<file path="src/rtl/ram_rr_arbiter.sv">
// ram_rr_arbiter: round-robin sharing of one RAM port among NREQ requesters
//   CLK, nRST                 clock, asynchronous active-low reset
//   req_ren/wen/blk/addr/store per-requester read, write, two-word block, address, write data
//   req_wait/load/err         per-requester stall, read data, one-cycle abort pulse
//   ramstate/ramload          RAM status (FREE, BUSY, ACCESS, ERROR) and read data
//   ramREN/WEN/addr/store     RAM command
//   busy, owner               transaction in progress, current or last grantee
module ram_rr_arbiter #(
  parameter int NREQ = 4,
  parameter int AW = 32,
  parameter int DW = 32,
  parameter int TIMEOUT = 64
) (
  input  logic                     CLK,
  input  logic                     nRST,
  input  logic [NREQ-1:0]          req_ren,
  input  logic [NREQ-1:0]          req_wen,
  input  logic [NREQ-1:0]          req_blk,
  input  logic [NREQ-1:0][AW-1:0]  req_addr,
  input  logic [NREQ-1:0][DW-1:0]  req_store,
  output logic [NREQ-1:0]          req_wait,
  output logic [NREQ-1:0][DW-1:0]  req_load,
  output logic [NREQ-1:0]          req_err,
  input  logic [1:0]               ramstate,
  input  logic [DW-1:0]            ramload,
  output logic                     ramREN,
  output logic                     ramWEN,
  output logic [AW-1:0]            ramaddr,
  output logic [DW-1:0]            ramstore,
  output logic                     busy,
  output logic [$clog2(NREQ)-1:0]  owner
);
  localparam int IW = $clog2(NREQ);
  localparam int WW = $clog2(TIMEOUT);
  localparam logic [1:0] ACCESS = 2'd2, ERROR = 2'd3;
  typedef enum logic [1:0] {IDLE, WORD0, WORD1} state_t;
  state_t state, state_d;
  logic [IW-1:0] rr_ptr, pick;
  logic [WW-1:0] wdog;
  logic [NREQ-1:0] act;
  logic [AW-1:0] addr;
  logic op_wr, blk_q, hit, word, live, acc, err, done;
  assign act = req_ren | req_wen;
  assign word = state != IDLE;
  // live drops the instant the owner withdraws, gating the RAM enables combinationally
  assign live = word & act[owner];
  assign addr = req_addr[owner];
  assign acc = live & (ramstate == ACCESS);
  // ~ramstate[1] selects FREE/BUSY, the only states in which the watchdog runs
  assign err = live & ((ramstate == ERROR) | (~ramstate[1] & (wdog == WW'(TIMEOUT - 1))));
  assign done = word & (~live | err | (acc & ((state == WORD1) | ~blk_q)));
  assign busy = word;
  assign ramREN = live & ~op_wr;
  assign ramWEN = live & op_wr;
  assign ramaddr = ~word ? '0 : (state == WORD1) ? {addr[AW-1:3], 3'b100} : blk_q ? {addr[AW-1:3], 3'b000} : addr;
  assign ramstore = (word & op_wr) ? req_store[owner] : '0;
  assign req_wait = ~(NREQ'(acc) << owner);
  assign req_err = NREQ'(err) << owner;
  always_comb begin
    req_load = '0;
    if (word & ~op_wr) req_load[owner] = ramload;
  end
  // descending scan so the requester closest after rr_ptr is written last and wins
  always_comb begin
    hit = 1'b0;
    pick = rr_ptr;
    for (int i = NREQ - 1; i >= 0; i--)
      if (act[rr_ptr + IW'(i)]) begin
        hit = 1'b1;
        pick = rr_ptr + IW'(i);
      end
  end
  always_comb begin
    state_d = ~word ? (hit ? WORD0 : IDLE) : done ? IDLE : acc ? WORD1 : state;
  end
  always_ff @(posedge CLK or negedge nRST) begin
    if (!nRST) begin
      state <= IDLE;
      rr_ptr <= '0;
      owner <= '0;
      op_wr <= 1'b0;
      blk_q <= 1'b0;
      wdog <= '0;
    end else begin
      state <= state_d;
      wdog <= (~word | acc) ? '0 : wdog + 1'b1;
      if (~word & hit) begin
        owner <= pick;
        op_wr <= req_wen[pick];
        blk_q <= req_blk[pick];
      end
      if (done) rr_ptr <= owner + 1'b1;
    end
  end
endmodule

</file>
<file path="config.mk">
export PLATFORM = sky130hd
export DESIGN_NAME = ram_rr_arbiter
export DESIGN_NICKNAME = d
export VERILOG_FILES = /design/src/rtl/ram_rr_arbiter.sv
export SDC_FILE = /design/constraint.sdc
export NUM_CORES = 1
export LEC_CHECK = 0
export ABC_AREA = 1
export ABC_CLOCK_PERIOD_IN_PS = 2100
export BUFFER_PORTS_ARGS = -buffer_cell sky130_fd_sc_hd__buf_2
export CELL_PAD_IN_SITES_DETAIL_PLACEMENT = 1
export CELL_PAD_IN_SITES_GLOBAL_PLACEMENT = 1
export CORE_AREA = 4 4 193 195
export DETAILED_ROUTE_END_ITERATION = 10
export DIE_AREA = 0 0 197 199
export GPL_TIMING_DRIVEN = 0
export MAX_ROUTING_LAYER = met4
export PLACE_DENSITY_LB_ADDON = 0.3
export RECOVER_POWER = 50
export SYNTH_ARGS = -nofsm -noshare
export SYNTH_HDL_FRONTEND = slang
export SYNTH_SLANG_ARGS = --single-unit
</file>
<file path="constraint.sdc">
create_clock -name CLK -period 2.1 [get_ports CLK]
set_clock_uncertainty 0.2 [all_clocks]
set_input_delay 0.42 -clock CLK [delete_from_list [all_inputs] [get_ports CLK]]
set_output_delay 0.42 -clock CLK [all_outputs]
set_load 0.005 [all_outputs]
</file>
# --- Word level (Yosys, flattened, before mapping) ---
# Cells that the tools add are included.
totals:
  register_bits: 14
  output_inout_bits: 205
  elab_cells: 89
classes:
  n_addsub: 5
  n_lt_le_gt_ge: 7
  n_eq_ne: 5
  shifts: 2
  mux: 38
  n_bitwise: 24
  n_reduce_logical: 2
ops:
  columns: ["operator", "count"]
  rows:
  - ["$mux 32", 5]
  - ["$and 128x128->128", 1]
  - ["$bmux 32 s2", 2]
  - ["$mux 128", 1]
  - ["$demux 32 s2", 1]
  - ["$lt 2x3->1 const B", 6]
  - ["$bmux 1 s2", 7]
  - ["$mux 2", 7]
  - ["$mux 1", 12]
  - ["$and 1x1->1", 11]
  - ["$shl 1x2->4", 2]
  - ["$add 6x1->6 const B", 1]
  - ["$eq 2x2->1 const B", 3]
  - ["$eq 6x6->1 const B", 1]
  - ["$mux 3", 2]
  - ["$mux 6", 1]
  - ["$not 1->1", 5]
  - ["$or 1x1->1", 5]
  - ["$add 2x1->2 const B", 2]
  - ["$add 2x2->2 const B", 2]
  - ["$not 4->4", 1]
  - ["$or 4x4->4", 1]
  - ["$ne 3x1->1 const B", 1]
  - ["$ge 2x1->1 const B", 1]
  - ["2 further kinds", 2]

# --- Logic depth before layout (Yosys ltp) ---
# Gate-level depths: netlist of run 1.
logic_depth:
  word_depth: 10
  ltp_mapped: 14
  ltp_nobuf: 13

# --- Worst setup path before layout of run 1 ---
# OpenSTA, ideal clock, no wires.
synth_path:
  path_type: "reg-to-output"
  start: "register owner[0]"
  end: "output req_load[10] in the netlist's numbering"
  arrival_ns: 1.701
  t_required_ns: 1.480
  slack_ns: -0.221
  path_stages_with_launch: 9
  n_path_buf: 4
  path_cell_list: "dfrtp_1 -> buf_4 -> inv_4 -> buf_2 -> buf_1 -> ha_1 -> nand2_1 -> clkbuf_1 -> nor2_1"
synth_rtl:
  columns: ["element", "line", "rtl"]
  rows:
  - ["start, declared", "31", "output logic [$clog2(NREQ)-1:0] owner"]
  - ["start signal, assigned", "88", "owner <= pick;"]
  - ["end, declared", "22", "output logic [NREQ-1:0][DW-1:0] req_load,"]

# --- Worst setup path after layout of run 1 ---
layout_path:
  start: "register wdog[1]"
  end: "output req_err[2]"
layout_via:
  elab_chain_cells: 5
layout_lines:
  columns: ["element", "line", "rtl"]
  rows:
  - ["start, declared", "39", "logic [WW-1:0] wdog;"]
  - ["start signal, assigned", "86", "wdog <= (~word | acc) ? '0 : wdog + 1'b1;"]
  - ["$eq 6x6->1", "50", "assign err = live & ((ramstate == ERROR) | (~ramstate[1] & (wdog == WW'(TIMEOUT - 1))));"]
  - ["$and 1x1->1", "50", null]
  - ["$or 1x1->1", "50", null]
  - ["$and 1x1->1", "50", null]
  - ["$shl 1x2->4", "58", "assign req_err = NREQ'(err) << owner;"]
  - ["end, declared", "23", "output logic [NREQ-1:0] req_err,"]
# No other way between the ends.

==> summary.txt, run 1 <==
CTS
  – Clock Tree Root: clkbuf_16
  – CTS Buf Count: 3
  – CTS Sinks: 14
  – CTS tree: done
  – Worst-skew pair later-pin latency: 0.25 ns
  – CTS H-tree lvls: 1
  – Clock Pin Slew Worst Setup and Hold Paths: 0.05 ns
  – Clk buf depth: 2

Drt
  – Remaining DRCs: 0
  – Detailed Route Iter0 Violations: 228
  – Drt total wl: 39,900 um
  – Via Count: 8,190
  – Via density: 4.30
  – Post-route ant nets: 0
  – WL/cell: 21.0 um
  – First drt pass iteration count: 5

Timing
  – Slew headroom: 0.469
  – Final WS setup: -0.393 ns
  – Setup Viol. Count Final: 201
  – Worst-margin pin slew: 0.797 ns
  – Hold WS: 0.377 ns
  – Period Utilization, post-route: 1.19
  – Max Slew Vio Count: 0
  – Final Hold Violating Endpoints: 0
  – Fin crit period: 2.49 ns
  – RSZ-0062 raised after global routing: true
  – TNS Setup: -49.12 ns
  – Highest clock rate: 0.401 GHz

Power and ir drop
  – Internal: 7.07 mW
  – LEAKAGE: 5.33 nW
  – Sw Ratio: 0.524
  – Sequential Power Share: 0.035
  – Pwr Total: 14.8 mW
  – Pwr Density: 1370 nW/um2
  – VDD IR max: 0.484 mV
  – Clk pwr share: 0.027
  – Comb pwr share: 0.938
  – Switching pwr: 7.77 mW

Cells and area
  – Register area: 353 um2
  – Layout cells sized above 1: 0.679
  – Synth-to-Final Area Change: 174%
  – Area of the multi-input gates: 4720 um2
  – Fillers: 4,484
  – Final nets: 1,751
  – Util after Layout: 0.307
  – Final instance area: 10,800 um2

Placement
  – HPWL Detailed: 29,900 um
  – Final estimated routing congestion in global placement: 0.863
  – Post-DP Area: 7090 um2
  – Port buffer count: 508

Synth
  – Synth Area per Inst: 4.71 um2
  – Top cell type by total area after synthesis: nor2_1
  – Synth Flop Type: dfrtp_1
  – Post-synth ARST share: 1.00
  – Cells after Synth: 841
  – Count of different cell masters after synthesis: 34
  – Top cell type's share of synthesized area: 0.387
  – Syn_nets: 1,150
  – Register area share after synthesis: 0.0885
  – EDFF count, synth: 0
  – Synthesized cell area: 3960 um2
  – Warnings, synthesis: 0
  – Flip-flop and latch count after synthesis: 14
  – Ranking of synthesized cells by area: nor2_1 39%, o21ai_0 16%, dfrtp_1 8.9%

Floorplanning
  – DIE AREA: 39,200 um2
  – Vert. Die Dim: 199 um
  – Starting Density: 0.112
  – Ports: 509
  – Chip width: 197 um
  – Core ar.: 35,400 um2
  – # rows: 69

Critical path
  – Origin of the critical flop-to-flop path: owner[0]
  – Data required, critical path: 1.48 ns
  – Critical-path cell list: ha_4 -> nand2_4 -> nor2_4 -> inv_2 -> nor2_4 -> nand2_2 -> a21oi_2 -> inv_2 -> nor2_4 -> nand2_2 -> nor2_2 -> buf_2
  – Critical path class: flip-flop to output port
  – Worst Setup End Kind: output port
  – Slowest CP cell: dfrtp_1
  – Crit path largest cell delay: 0.38 ns
  – Critical Path Source Type: flip-flop
  – CP arrival: 1.87 ns
  – Reg-to-reg slack, setup: 0.01 ns
  – Most frequent CP cell: nor2_4
  – Max FO, Critical Path: 2
  – R2R cell count: 13
  – FF-to-FF End: rr_ptr[1]

Worst hold path
  – Worst hold stages: 2
  – Hold Path End: wdog[5]
  – Min-delay worst type: flip-flop to flip-flop
  – Hold path start: wdog[5]

Run
  – Number of max-cap violations: 0

Global routing
  – Tot GR Track Use: 0.175
  – Initial antenna violation count: 3
  – Largest net degree at the start of global routing: 15
  – Grt ovf: 0
  – Global-route wire length before repair: 50,900 um
  – Vias in the first global route: 8,149

Outcome
  – Failing checks: setup timing
  – Status: complete, but fails checks
[registers in the layout (all words and copies together), names as in the netlist]
| register | cells |
|---|---|
| blk_q | 1 |
| op_wr | 1 |
| owner | 2 |
| wdog | 6 |
| state | 2 |
| rr_ptr | 2 |
[routing by layer]
metal / share of wire / wire, um / track usage
met5: 0 / 0 / -
met4: 0.021 / 820 / 0.0352
met3: 0.063 / 2510 / 0.0307
met2: 0.55 / 21800 / 0.333
met1: 0.37 / 14800 / 0.191
[layout make-up]
type,instances,area share
inverter,51,0.0210
buffer,57,0.0823
timing repair inverter,1,0.00150
timing repair buffer,601,0.365
clock buffer,4,0.00819
sequential,14,0.0325
multi-input combinational,713,0.435
antenna,4,0.000923
tap,461,0.0532
[synth_stat cells (2+ instances only)]
cell	count
a21oi_2	3
nor2_1	408
inv_1	43
buf_2	15
ha_1	5
o21ai_1	4
inv_2	6
a211oi_1	2
buf_1	7
clkbuf_1	39
nand2_2	10
o21ai_0	129
dfrtp_1	14
nand3_1	22
a21oi_1	65
nand4_1	2
nor2_4	2
nand2_1	46
nand3_2	4
[worst max-delay path, delay by kind of cell, from the launching register on]
| kind | cells | cell delay, ns |
|---|---|---|
| AND/OR/NAND/NOR | 7 | 0.70 |
| flip-flops | 1 | 0.38 |
| buffers and inverters | 3 | 0.23 |
| adder cells (fa/ha/maj) | 1 | 0.16 |
| AO/OA/AOI/OAI | 1 | 0.14 |
[timing repair]
action                     in CTS  in global routing
buffers inserted               30                 34
cloned                         10                 20
pin swaps                      19                162
hold endpoints to repair       14                  0
gates resized for setup       263                558
setup endpoints to repair     210                212
hold buffers                    1                  0
[metrics by stage]
step           worst slack [ns]  instances
2_1_floorplan           0.00589        841
3_3_place_gp              -1.22       1810
3_5_place_dp              -1.21       1810
4_1_cts                  -0.397       1853
5_1_grt                  -0.507       1904
6_report                 -0.393       1906
[logic make-up (layout without fill, tap and decap cells)]
| logic type | count (synthesis) | after routing | share of synthesized area |
|---|---|---|---|
| other | 0 | 4 | 0 |
| DFF | 14 | 14 | 0.0885 |
| and+or+nand+nor | 502 | 502 | 0.510 |
| buffers and inverters | 114 | 714 | 0.118 |
| adders and majority gates | 5 | 5 | 0.0158 |
| AOI/OAI and AO/OA | 205 | 205 | 0.266 |
| xor gates and xnor gates | 1 | 1 | 0.00221 |
[power by group through the flow]
stage          Clock [mW]  Sequential, mW  Combinational (mW)
2_1_floorplan           0           0.467                4.41
3_3_place_gp            0           0.499                8.10
3_5_place_dp            0           0.506                8.14
4_1_cts             0.413           0.504                10.4
5_1_grt             0.423           0.545                15.0
6_report            0.401           0.525                13.9
[cells in the final DEF, fill, tap and decap left out, types with 20 or more instances in the layout]
cell type / instances
buf_6: 33
o21ai_0: 21
nor2_1: 189
o21ai_1: 86
nand3_1: 20
buf_2: 489
inv_1: 40
a21oi_1: 48
nor2_2: 86
a21oi_2: 20
o21ai_2: 23
buf_12: 30
clkbuf_16: 32
buf_4: 46
nor2_4: 136
nand2_1: 35
[worst max-delay path by stage]
stage                     depth (start not counted)  startpoint            to  slack, ns
after floorplan                                   8    owner[0]  req_load[66]      0.006
after global placement                            9    owner[0]  req_load[81]      -1.22
after detailed placement                          9    owner[0]  req_load[81]      -1.21
after CTS                                         9    owner[0]  req_load[81]      -0.40
after global routing                             12     wdog[0]    req_err[2]      -0.51
final                                            12     wdog[1]    req_err[2]      -0.39
No activity file was read; power rests on OpenSTA's default activity.
==> inputs of run 2 (changes only) <==
==> constraint.sdc (replaced) <==
create_clock -name CLK -period 2.1 [get_ports CLK]
set_clock_uncertainty 0.2 [all_clocks]
set_input_delay 0.42 -clock CLK [delete_from_list [all_inputs] [get_ports CLK]]
set_output_delay 0.42 -clock CLK [all_outputs]
set_load 0.01 [all_outputs]
==> summary.txt, run 2 (synthesis results as in run 1) <==
Worst hold path
  – Min-delay worst type: primary input to flip-flop

Critical path
  – Crit path largest cell delay: 0.42 ns (+0.04 ns)
  – Critical path class: flip-flop to output port
  – Critical-path cell list: buf_12 -> inv_12 -> buf_12 -> buf_12 -> ha_4 -> nand2_8 -> buf_12 -> clkbuf_16 -> nor2_4 -> buf_6
  – Worst Setup End Kind: output port
  – Delay-heaviest family, CP: buffers and inverters
  – Critical Path Source Type: flip-flop
  – Data required, critical path: 1.48 ns (about the same)
  – Slowest CP cell: dfrtp_2
  – Buffers & Inverters on Critical Path: 7 (+4)
  – Most frequent CP cell: buf_12
  – Max FO, Critical Path: 5 (+3)
  – CP arrival: 1.89 ns (+0.02 ns)

Timing
  – Slew headroom: 0.485 (+0.0160)
  – Max Slew Vio Count: 0 (unchanged)
  – Fin crit period: 2.51 ns (+0.0211 ns)
  – TNS Setup: -48.97 ns (+0.142 ns)
  – Highest clock rate: 0.398 GHz (-0.84%)
  – RSZ-0062 raised after global routing: true
  – Final Hold Violating Endpoints: 0 (unchanged)
  – Setup Viol. Count Final: 201 (unchanged)
  – Worst-margin pin slew: 0.772 ns (-0.0240 ns)
  – Period Utilization, post-route: 1.20 (+0.0100)
  – Final WS setup: -0.414 ns (-0.0211 ns)

Drt
  – Post-route ant nets: 0 (unchanged)
  – First drt pass iteration count: 5 (unchanged)
  – Remaining DRCs: 0 (unchanged)
  – Detailed Route Iter0 Violations: 161 (-29%)
  – Via Count: 8,453 (+3.2%)
  – Drt total wl: 43,700 um (+9.5%)
  – Via density: 4.36 (+1.5%)
  – WL/cell: 22.6 um (+7.6%)

CTS
  – CTS Sinks: 14 (unchanged)
  – Worst-skew pair later-pin latency: 0.24 ns (about the same)
  – CTS tree: done
  – Clk buf depth: 2 (unchanged)
  – CTS H-tree lvls: 1 (unchanged)
  – CTS Buf Count: 3 (unchanged)
  – Clock Tree Root: clkbuf_16
  – Clock Pin Slew Worst Setup and Hold Paths: 0.05 ns (about the same)

Cells and area
  – Synth-to-Final Area Change: 221%
  – Final nets: 1,769 (+1.0%)
  – Final instance area: 12,700 um2 (+17%)
  – Most common cell after layout, fill and taps aside: buf_2
  – Util after Layout: 0.359 (+0.0524)
  – Finished Layout Cells: 1,938 (+1.7%)
  – Commonest non-fill, non-tap cells in the layout: 382 x buf_2, 209 x nor2_4, 150 x buf_6
  – Layout cells sized above 1: 0.756 (+0.0766)
  – Fillers: 4,270 (-4.8%)
  – Max FFs per register: 6 (unchanged)
  – Top reg by flops: wdog

Placement
  – Final estimated routing congestion in global placement: 0.862 (-0.15%)
  – Placed instance count: 1,810 (unchanged)
  – HPWL Detailed: 31,700 um (+6.1%)
  – Post-DP Area: 7420 um2 (+4.6%)
  – Setup slack at placement: -0.914 ns (+0.301 ns)
  – Port buffer count: 508 (unchanged)

Global routing
  – Grt ovf: 0 (unchanged)
  – Largest net degree at the start of global routing: 15 (unchanged)
  – Initial antenna violation count: 19 (+16)
  – Tot GR Track Use: 0.198 (+0.0229)
  – Global-route wire length before repair: 56,800 um (+12%)
  – Vias in the first global route: 8,886 (+9.0%)

Run
  – Number of max-cap violations: 0 (unchanged)

Power and ir drop
  – Pwr Density: 1400 nW/um2 (+2.1%)
  – LEAKAGE: 5.68 nW (+6.5%)
  – VDD IR max: 0.549 mV (+13%)

Floorplanning
  – Starting Density: 0.112 (unchanged)
  – Chip width: 197 um (unchanged)
  – DIE AREA: 39,200 um2 (unchanged)
  – # rows: 69 (unchanged)
  – Ports: 509 (unchanged)
  – Core ar.: 35,400 um2 (unchanged)
  – Vert. Die Dim: 199 um (unchanged)

Outcome
  – Status: complete, but fails checks
  – Failing checks: setup timing
-- run 2: cell types whose count changed in the layout (fill, tap and decap cells not counted), sizes merged --
cell,before,now
diode,4,18
clkinvlp,0,1
clkinv,1,0
clkbuf,45,42
inv,51,50
buf,616,638
-- run 2: worst paths after layout --
check                           start          end  slack, ns  depth (start not counted)
setup / recovery             owner[0]  req_load[5]      -0.41                         10
hold / removal             req_wen[1]        op_wr       0.37                          5
setup reg to reg             owner[0]     state[0]      -0.12                         12
hold reg to reg               wdog[5]      wdog[5]       0.39                          2
max in group asynchronous        nRST     owner[1]       0.57                          2
min in group asynchronous        nRST      wdog[3]       0.60                          2
-- run 2: power by group --
group | switching [mW] | internal, mW
logic | 8.96 | 7.85
registers | 0.152 | 0.384
clock network | 0.111 | 0.289
-- run 2: worst register-to-register path: cells and delay by family (launching register included) --
kind                   cells  cell delay (ns)
AO/OA/AOI/OAI              2             0.30
flip-flops                 1             0.42
buffers and inverters      5             0.73
AND/OR/NAND/NOR            5             0.48
-- run 2: cell type report --
cell class,instances,area [um2],share of cell area
timing repair buffer,621,4900,0.386
tap,461,577,0.0454
multi-input combinational,713,5550,0.437
inverter,51,225,0.0177
buffer,56,961,0.0756
antenna,18,45.0,0.00355
sequential,14,353,0.0278
clock buffer,4,88.8,0.00699
-- run 2: per-layer routing --
metal  up-vias  GRT usage  part of all wire
li1       3949          -                 -
met1      3995      0.191              0.34
met2       416      0.388              0.55
met3        93     0.0418             0.069
met4         0     0.0699             0.043
met5         -          -                 0
-- run 2: timing repair --
action | 4_1_cts | 5_1_grt
hold endpoints to repair | 14 | 0
hold buffers | 1 | 0
setup buffers | 77 | 20
pin swaps | 126 | 164
cloned | 26 | 7
gates resized for setup | 558 | 533
endpoints found under the setup margin | 202 | 215
-- run 2: stage by stage --
step / total power [mW] / hold slack [ns]
detailed placement: 9.35 / 0.140
finish: 17.7 / 0.370
floorplan: 5.69 / -0.0756
global placement: 9.29 / 0.142
global route: 18.9 / 0.391
CTS: 15.2 / 0.366
